[src/rtl/fetch_pkg.sv]
// Shared types and constants for the instruction fetch stage.
package fetch_pkg;

  localparam int DEF_ADDR_W  = 6;
  localparam int DEF_INSTR_W = 32;
  localparam int PC_STEP     = 4;
  localparam int RESET_PC    = 0;

  typedef struct packed {
    logic [DEF_ADDR_W-1:0]  pc;
    logic [DEF_INSTR_W-1:0] instr;
  } fetch_entry_t;

  // Occupancy view of the prefetch queue, derived from its count.
  typedef enum logic [1:0] {
    FS_EMPTY   = 2'd0,
    FS_PARTIAL = 2'd1,
    FS_FULL    = 2'd2
  } fetch_state_t;

endpackage

[src/rtl/fetch_queue.sv]
// Circular prefetch buffer with push/pop/flush; flush wins over push and pop.
module fetch_queue #(
  parameter int DEPTH = 2,
  parameter int WIDTH = 38,
  parameter int CNT_W = $clog2(DEPTH + 1)
) (
  input  logic             clk,
  input  logic             rst_n,
  input  logic             push_i,
  input  logic             pop_i,
  input  logic             flush_i,
  input  logic [WIDTH-1:0] wdata_i,
  output logic [WIDTH-1:0] rdata_o,
  output logic [CNT_W-1:0] count_o
);

  localparam int PTR_W = $clog2(DEPTH);

  logic [WIDTH-1:0] mem_q [DEPTH];
  logic [PTR_W-1:0] rd_ptr_q, rd_ptr_d;
  logic [PTR_W-1:0] wr_ptr_q, wr_ptr_d;
  logic [CNT_W-1:0] count_q, count_d;

  always_comb begin
    rd_ptr_d = rd_ptr_q;
    wr_ptr_d = wr_ptr_q;
    count_d  = count_q;
    if (flush_i) begin
      rd_ptr_d = '0;
      wr_ptr_d = '0;
      count_d  = '0;
    end else begin
      if (push_i) wr_ptr_d = wr_ptr_q + PTR_W'(1);
      if (pop_i)  rd_ptr_d = rd_ptr_q + PTR_W'(1);
      count_d = count_q + CNT_W'(push_i) - CNT_W'(pop_i);
    end
  end

  always_ff @(posedge clk or negedge rst_n) begin
    if (!rst_n) begin
      rd_ptr_q <= '0;
      wr_ptr_q <= '0;
      count_q  <= '0;
    end else begin
      rd_ptr_q <= rd_ptr_d;
      wr_ptr_q <= wr_ptr_d;
      count_q  <= count_d;
    end
  end

  // A push into a full queue overwrites the slot being popped in the same cycle.
  always_ff @(posedge clk or negedge rst_n) begin
    if (!rst_n) begin
      for (int i = 0; i < DEPTH; i++) mem_q[i] <= '0;
    end else if (push_i && !flush_i) begin
      mem_q[wr_ptr_q] <= wdata_i;
    end
  end

  assign rdata_o = mem_q[rd_ptr_q];
  assign count_o = count_q;

endmodule

[src/rtl/instr_fetch_unit.sv]
// IF stage: owns the PC, fetches one word per cycle into a prefetch queue,
// and flushes on redirect. Decode handshake: a word moves when if_valid && if_ready.
module instr_fetch_unit
  import fetch_pkg::*;
#(
  parameter int ADDR_W  = DEF_ADDR_W,
  parameter int INSTR_W = DEF_INSTR_W,
  parameter int DEPTH   = 2
) (
  input  logic               clk,
  input  logic               rst_n,
  output logic [ADDR_W-1:0]  i_mem_addr,
  input  logic [INSTR_W-1:0] i_mem_data,
  input  logic               redirect_valid,
  input  logic [ADDR_W-1:0]  redirect_pc,
  output logic               if_valid,
  input  logic               if_ready,
  output logic [INSTR_W-1:0] if_instr,
  output logic [ADDR_W-1:0]  if_pc
);

  localparam int CNT_W   = $clog2(DEPTH + 1);
  localparam int ENTRY_W = ADDR_W + INSTR_W;

  logic [ADDR_W-1:0]  pc_q, pc_d;
  logic [CNT_W-1:0]   count;
  logic [ENTRY_W-1:0] head;
  fetch_state_t       state;
  logic               pop;
  logic               push;
  logic               unused_redirect_lsbs;

  always_comb begin
    state = FS_PARTIAL;
    if (count == '0)                 state = FS_EMPTY;
    else if (count == CNT_W'(DEPTH)) state = FS_FULL;
  end

  assign if_valid = (state != FS_EMPTY);
  assign pop      = if_valid & if_ready;
  assign push     = !redirect_valid & ((state != FS_FULL) | pop);

  always_comb begin
    pc_d = pc_q;
    if (redirect_valid) pc_d = {redirect_pc[ADDR_W-1:2], 2'b00};
    else if (push)      pc_d = pc_q + ADDR_W'(PC_STEP);
  end

  always_ff @(posedge clk or negedge rst_n) begin
    if (!rst_n) pc_q <= ADDR_W'(RESET_PC);
    else        pc_q <= pc_d;
  end

  assign i_mem_addr = pc_q;

  fetch_queue #(
    .DEPTH (DEPTH),
    .WIDTH (ENTRY_W),
    .CNT_W (CNT_W)
  ) u_queue (
    .clk     (clk),
    .rst_n   (rst_n),
    .push_i  (push),
    .pop_i   (pop & !redirect_valid),
    .flush_i (redirect_valid),
    .wdata_i ({pc_q, i_mem_data}),
    .rdata_o (head),
    .count_o (count)
  );

  assign {if_pc, if_instr} = head;
  assign unused_redirect_lsbs = ^redirect_pc[1:0];

endmodule

[config.mk]
export PLATFORM = sky130hd
export DESIGN_NAME = instr_fetch_unit
export DESIGN_NICKNAME = d
export VERILOG_FILES = /design/src/rtl/fetch_pkg.sv /design/src/rtl/fetch_queue.sv /design/src/rtl/instr_fetch_unit.sv
export SDC_FILE = /design/constraint.sdc
export NUM_CORES = 1
export LEC_CHECK = 0
export CAP_MARGIN = 20
export CORE_MARGIN = 2
export CORE_UTILIZATION = 46
export CTS_BUF_LIST = sky130_fd_sc_hd__clkbuf_4 sky130_fd_sc_hd__clkbuf_8
export CTS_CLUSTER_DIAMETER = 120
export CTS_CLUSTER_SIZE = 16
export DETAILED_ROUTE_END_ITERATION = 10
export GPL_ROUTABILITY_DRIVEN = 0
export PLACE_DENSITY_LB_ADDON = 0.08
export SYNTH_ARGS = -nofsm -noshare
export SYNTH_HDL_FRONTEND = slang
export SYNTH_SLANG_ARGS = --single-unit
[constraint.sdc]
create_clock -name clk -period 1.64 [get_ports clk]
set_input_delay 0.492 -clock clk [delete_from_list [all_inputs] [get_ports clk]]
set_output_delay 0.492 -clock clk [all_outputs]
set_load 0.01 [all_outputs]
==> results.sh, run 1 <==
export IMPL_cp_num_cells=4
export IMPL_avgSynthCellArea_um2=15.1
export IMPL_clk_latency_ns=0.35
export IMPL_synth_top_area_frac=0.546
export IMPL_cts_hold_buf=0
export IMPL_ys_warnings_count=0
export IMPL_rows=32
export IMPL_n_antenna_cell=0
export IMPL_synthesis_area_um2=3660
export IMPL_synth_area_leaders="dfrtp_1, mux2_2, buf_12"
export IMPL_grt_pass1_vias=2669
export IMPL_setup_violations=111
export IMPL_max_clock_path_buffers=2
export IMPL_hold_viol=0
export IMPL_dp_hpwl_um=4790
export IMPL_fin_ws_ns=-0.355
export IMPL_antenna_found_initial=0
export IMPL_fill_cells=484
export IMPL_r2r_end="u_queue.mem_q[8]"
export IMPL_dp_cells=435
export IMPL_cts_sinks=80
export IMPL_hold_path_class="primary input to asynchronous set/reset pin"
export IMPL_cts_buffers=9
export IMPL_synth_most_common_cell="mux2_2"
export IMPL_yosysSeqAreaShare=0.546
export IMPL_wl_per_cell_um=18.9
export IMPL_first_iter_violations=64
export IMPL_ios=87
export IMPL_status="complete, but fails checks"
export IMPL_slowest_delay_ns=0.43
export IMPL_synth_async_reset_ratio=1.00
export IMPL_htree_levels=3
export IMPL_seqCellArea_um2=2000
export IMPL_vdd_drop_max_uv=1270
export IMPL_grt_max_degree=28
export IMPL_fin_nets=413
export IMPL_fp_coreArea_um2=7730
export IMPL_drc=0
export IMPL_grt_remaining_overflow=0
export IMPL_die_area_um2=8690
export IMPL_rsz0062_at_grt="yes"
export IMPL_place_port_buffers=80
export IMPL_cp_num_buf_inv=3
export IMPL_postRouteAntennaNets=0
export IMPL_finalNonFillerCells=475
export IMPL_r2r_slack_ns=-0.21
export IMPL_drt_total_wl_um=8990
export IMPL_drive_above_1_share=0.598
export IMPL_drv_cap=0
export IMPL_finalClockSkew_ns=0.00763
export IMPL_ys_top_cells_by_count="mux2_2, dfrtp_1, buf_6, nor2_1"
export IMPL_clkTransAtPathRegs_ns=0.09
export IMPL_crit_type="flop to output port"
export IMPL_worstRegToRegCells=7
export IMPL_ys_types=28
export IMPL_violations="setup timing"
export IMPL_synth_edff_count=0
export IMPL_die_w_um=93.2
export IMPL_grt_pass1_wl_um=14100
export IMPL_track_usage=0.211
export IMPL_reg2reg_from="u_queue.count_o[1]"
export IMPL_synth_top_area_cell="dfrtp_1"
export IMPL_synth_seq_cells=80
export IMPL_p_leak_nw=2.64
export IMPL_finalCriticalPeriod_ns=2.00
export IMPL_cp_data_arrival_time_ns=1.50
export IMPL_area_growth_pct=56.2
export IMPL_fin_util=0.740
export IMPL_fmax_mhz=501
export IMPL_synth_ff_type="dfrtp_1"
export IMPL_path_delay_family="flip-flops"
export IMPL_tns_ns=-21.10
export IMPL_cpMostUsedCell="buf_12"
export IMPL_cpMaxStageDelayCell="dfrtp_2"
export IMPL_cts_tree="built"
export IMPL_power_density_nw_per_um2=1790
export IMPL_num_vias=2425
export IMPL_path_cells="buf_12, buf_12, mux2_4, buf_6"
export IMPL_drt_pre_antenna_iters=4
export IMPL_vias_per_cell=5.11
export IMPL_die_y_um=93.2
export IMPL_multi_input_area_um2=1860
export IMPL_crit_required_ns=1.15
export IMPL_endpoint_kind="output port"
export IMPL_initial_core_util=0.474
export IMPL_critPathLaunchType="flop"
export IMPL_post_route_period_util=1.22
export IMPL_slew_viol_final=0
export IMPL_crit_fanout=7
export IMPL_synthesis_instances=243
export IMPL_root_buffer="clkbuf_8"
-- state kept, by name (all words and copies together) (netlist names) --
signal / cells
u_queue.mem_q: 72
u_queue.count_o: 2
u_queue.rd_ptr_q: 1
u_queue.wr_ptr_q: 1
i_mem_addr: 4
-- kinds of logic after synthesis --
family	after synthesis	synth area share
adder cells (fa/ha/maj)	3	0.0102
AND/OR/NAND/NOR	20	0.0338
other	1	0.00102
multiplexers	109	0.339
XOR/XNOR	5	0.0120
flip-flops	80	0.546
buffers and inverters	20	0.0495
AO/OA/AOI/OAI	5	0.00820
-- timing repair --
| item | CTS | global route |
|---|---|---|
| endpoints found under the hold margin | 0 | 0 |
| setup buffers | 17 | 7 |
| pin swaps | 3 | 9 |
| cloned | 9 | 1 |
| endpoints found under the setup margin | 113 | 111 |
| gates resized for setup | 273 | 45 |
-- placed cells by master, fill, tap and decap left out, types with 2 or more instances in the layout --
master,netlist,final
conb_1,1,4
mux2_4,4,85
buf_8,0,4
dfrtp_1,80,78
nor2b_1,3,2
dfrtp_2,0,2
buf_6,5,45
mux2_2,103,23
clkbuf_8,0,10
nand3_1,2,2
o21ai_0,4,3
buf_16,0,3
buf_4,4,20
buf_12,3,14
clkinv_4,0,3
ha_1,3,2
dlygate4sd2_1,0,5
nor2_1,5,4
clkdlybuf4s50_1,0,37
xor2_1,4,4
nor3b_4,0,2
nand2_1,3,3
-- where the power goes --
group | internal [mW] | total [mW] | switching (mW)
Clock | 0.750 | 1.50 | 0.747
Sequential | 2.83 | 3.33 | 0.508
Combinational | 3.63 | 5.41 | 1.79
Total | 7.20 | 10.2 | 3.04
-- metal layers --
metal,vias up,share of wire,track usage
met5,-,0,0
met4,0,0.013,0.0551
met3,11,0.041,0.0467
met2,57,0.49,0.344
met1,1252,0.45,0.288
li1,1105,-,-
-- per-stage QoR --
step                setup slack [ns]  hold WS, ns  instance area [µm²]  power (mW)
global route                  -0.377       0.0525                 5720        10.8
floorplan                     0.0144        0.196                 3700        5.38
CTS                           -0.368       0.0486                 5630        9.99
global placement              -0.504        0.438                 4700        7.06
finish                        -0.355       0.0455                 5720        10.2
detailed placement            -0.512        0.439                 4700        7.13
-- how the worst max path moves through the flow --
stage                           from           endpoint  slack, ns
global route        u_queue.rd_ptr_q           if_pc[5]      -0.38
detailed placement          if_ready  u_queue.mem_q[27]      -0.51
finish              u_queue.rd_ptr_q           if_pc[2]      -0.36
global placement            if_ready  u_queue.mem_q[12]      -0.50
floorplan             redirect_valid  u_queue.mem_q[39]       0.01
CTS                 u_queue.rd_ptr_q       if_instr[18]      -0.37
-- layout make-up --
type / instances / area share
Clock inverter: 6 / 0.0120
Sequential cell: 80 / 0.350
Multi-Input combinational cell: 146 / 0.325
Inverter: 2 / 0.00131
Tap cell: 102 / 0.0223
Timing Repair Buffer: 129 / 0.265
Clock buffer: 10 / 0.0241
Power figures use the tool's default switching activity.
==> run 2, diff against run 1 <==
--- a/config.mk
+++ b/config.mk
@@ -16,2 +16,3 @@
 export PLACE_DENSITY_LB_ADDON = 0.08
+export SETUP_SLACK_MARGIN = 0.4
 export SYNTH_ARGS = -nofsm -noshare
==> constraint.sdc (replaced) <==
create_clock -name clk -period 1.64 [get_ports clk]
set_input_delay 0.246 -clock clk [delete_from_list [all_inputs] [get_ports clk]]
set_output_delay 0.246 -clock clk [all_outputs]
set_load 0.01 [all_outputs]
==> run 2 against run 1 <==
Effect of this change: critical endpoint is now if_instr[8]; the run still ends with setup timing left; sequential share of layout area fell by 0.73 points; clock skew rose by 0.0027 ns; combinational power barely moved; die area did not move.
==> results.sh, run 2 (synthesis results as in run 1) <==
export IMPL_regMostFlops="u_queue.mem_q"
export IMPL_fmax_mhz=538
export IMPL_cp_num_buf_inv=3
export IMPL_first_iter_violations=91
export IMPL_drive_above_1_share=0.618
export IMPL_hold_path_class="primary input to flop"
export IMPL_root_buffer="clkbuf_8"
export IMPL_seqPwrFrac=0.322
export IMPL_wl_per_cell_um=18.2
export IMPL_die_y_um=93.2
export IMPL_postRouteAntennaNets=0
export IMPL_num_vias=2423
export IMPL_grt_max_degree=81
export IMPL_vias_per_cell=5.03
export IMPL_reg2reg_from="u_queue.count_o[1]"
export IMPL_fp_coreArea_um2=7730
export IMPL_clkTransAtPathRegs_ns=0.08
export IMPL_place_port_buffers=80
export IMPL_vdd_drop_max_uv=871
export IMPL_power_density_nw_per_um2=1780
export IMPL_track_usage=0.209
export IMPL_r2r_end="u_queue.mem_q[27]"
export IMPL_comb_power_share=0.522
export IMPL_hold_worst_slack_ns=0.433
export IMPL_crit_type="flop to output port"
export IMPL_status="complete, but fails checks"
export IMPL_ios=87
export IMPL_rsz0062_at_grt="yes"
export IMPL_critPathLaunchType="flop"
export IMPL_area_growth_pct=59.5
export IMPL_drc=0
export IMPL_n_antenna_cell=0
export IMPL_tns_ns=-9.39
export IMPL_fin_nets=420
export IMPL_die_w_um=93.2
export IMPL_clk_latency_ns=0.35
export IMPL_p_sw_frac=0.291
export IMPL_intPower_mw=7.36
export IMPL_cpMaxStageDelayCell="dfrtp_2"
export IMPL_fin_ws_ns=-0.219
export IMPL_slew_viol_final=0
export IMPL_grt_remaining_overflow=0
export IMPL_dp_hpwl_um=4580
export IMPL_setup_violations=106
export IMPL_path_cells="buf_4, buf_12, mux2_2, clkdlybuf4s15_2"
export IMPL_post_route_period_util=1.13
export IMPL_violations="setup timing"
export IMPL_dp_cells=426
export IMPL_clock_power_share=0.156
export IMPL_crit_required_ns=1.39
export IMPL_finalCriticalPeriod_ns=1.86
export IMPL_whs_path_depth=3
export IMPL_cts_buffers=9
export IMPL_layout_common_cells="mux2_4, dfrtp_1, buf_6, clkdlybuf4s50_1, mux2_2"
export IMPL_netSwitchingPower_mw=3.02
export IMPL_antenna_found_initial=0
export IMPL_endpoint_kind="output port"
export IMPL_crit_fanout=7
export IMPL_p_leak_nw=2.67
export IMPL_drv_cap=0
export IMPL_grt_pass1_vias=2620
export IMPL_initial_core_util=0.474
export IMPL_hold_viol=0
export IMPL_drt_total_wl_um=8780
export IMPL_drt_pre_antenna_iters=4
export IMPL_hp_start="redirect_pc[3]"
export IMPL_path_delay_family="buffers and inverters"
export IMPL_htree_levels=3
export IMPL_finalClockSkew_ns=0.0104
export IMPL_max_clock_path_buffers=2
export IMPL_die_area_um2=8690
export IMPL_grt_pass1_wl_um=13800
export IMPL_cts_sinks=80
export IMPL_r2r_slack_ns=-0.13
export IMPL_largest_reg_flops=72
export IMPL_worstRegToRegCells=7
export IMPL_min_to="i_mem_addr[3]"
export IMPL_cts_tree="built"
export IMPL_cp_data_arrival_time_ns=1.61
export IMPL_finalNonFillerCells=482
export IMPL_slowest_delay_ns=0.44
export IMPL_rows=32
run 2: stage by stage:
step / setup slack, ns / total power [mW] / area [µm²] / util
global placement: -0.222 / 7.22 / 4730 / 0.612
floorplan: 0.0166 / 5.64 / 3810 / -
CTS: -0.213 / 10.0 / 5660 / 0.732
detailed placement: -0.248 / 7.29 / 4730 / 0.612
finish: -0.219 / 10.4 / 5840 / 0.756
global route: -0.288 / 10.9 / 5840 / 0.756
run 2: how the worst max path moves through the flow:
| stage | startpoint | endpoint | slack, ns | depth (start not counted) |
|---|---|---|---|---|
| after floorplan | u_queue.count_o[1] | u_queue.mem_q[39] | 0.02 | 5 |
| after global placement | redirect_valid | u_queue.mem_q[24] | -0.22 | 4 |
| after detailed placement | redirect_valid | u_queue.mem_q[24] | -0.25 | 4 |
| after CTS | u_queue.rd_ptr_q | if_instr[23] | -0.21 | 5 |
| after global routing | u_queue.rd_ptr_q | if_instr[1] | -0.29 | 4 |
| final | u_queue.rd_ptr_q | if_instr[8] | -0.22 | 4 |
run 2: tightest hold or removal path: cells and delay by family:
kind | cells | cell delay [ns]
AND/OR/NAND/NOR | 1 | 0.06
AO/OA/AOI/OAI | 1 | 0.05
buffers and inverters | 1 | 0.39
run 2: final cells by class:
class	count	area, µm²
Tap cell	102	128
Clock inverter	6	90.1
Multi-Input combinational cell	146	1850
Sequential cell	80	2000
Timing Repair Buffer	136	1640
Fill cell	439	1880
Inverter	2	7.51
Clock buffer	10	131
run 2: power by group through the flow:
| stage | clock [mW] | sequential [mW] | combinational, mW |
|---|---|---|---|
| 6_report | 1.62 | 3.34 | 5.42 |
| 2_1_floorplan | 0 | 3.17 | 2.47 |
| 3_5_place_dp | 0 | 3.32 | 3.97 |
| 5_1_grt | 1.74 | 3.46 | 5.73 |
| 4_1_cts | 1.65 | 3.30 | 5.06 |
| 3_3_place_gp | 0 | 3.29 | 3.93 |
run 2: what timing repair did:
item,4_1_cts,5_1_grt
hold buffers,1,0
gates cloned,9,0
setup endpoints to repair,120,118
hold endpoints to repair,80,0
setup buffers,24,6
pin swaps,4,13
resized for setup,250,38
run 2: layer usage:
metal	up-vias	GRT usage	routed length, µm
met1	1242	0.296	3990
met3	9	0.0516	363
met2	60	0.319	4330
li1	1112	-	-
met4	0	0.0637	90
met5	-	0	0
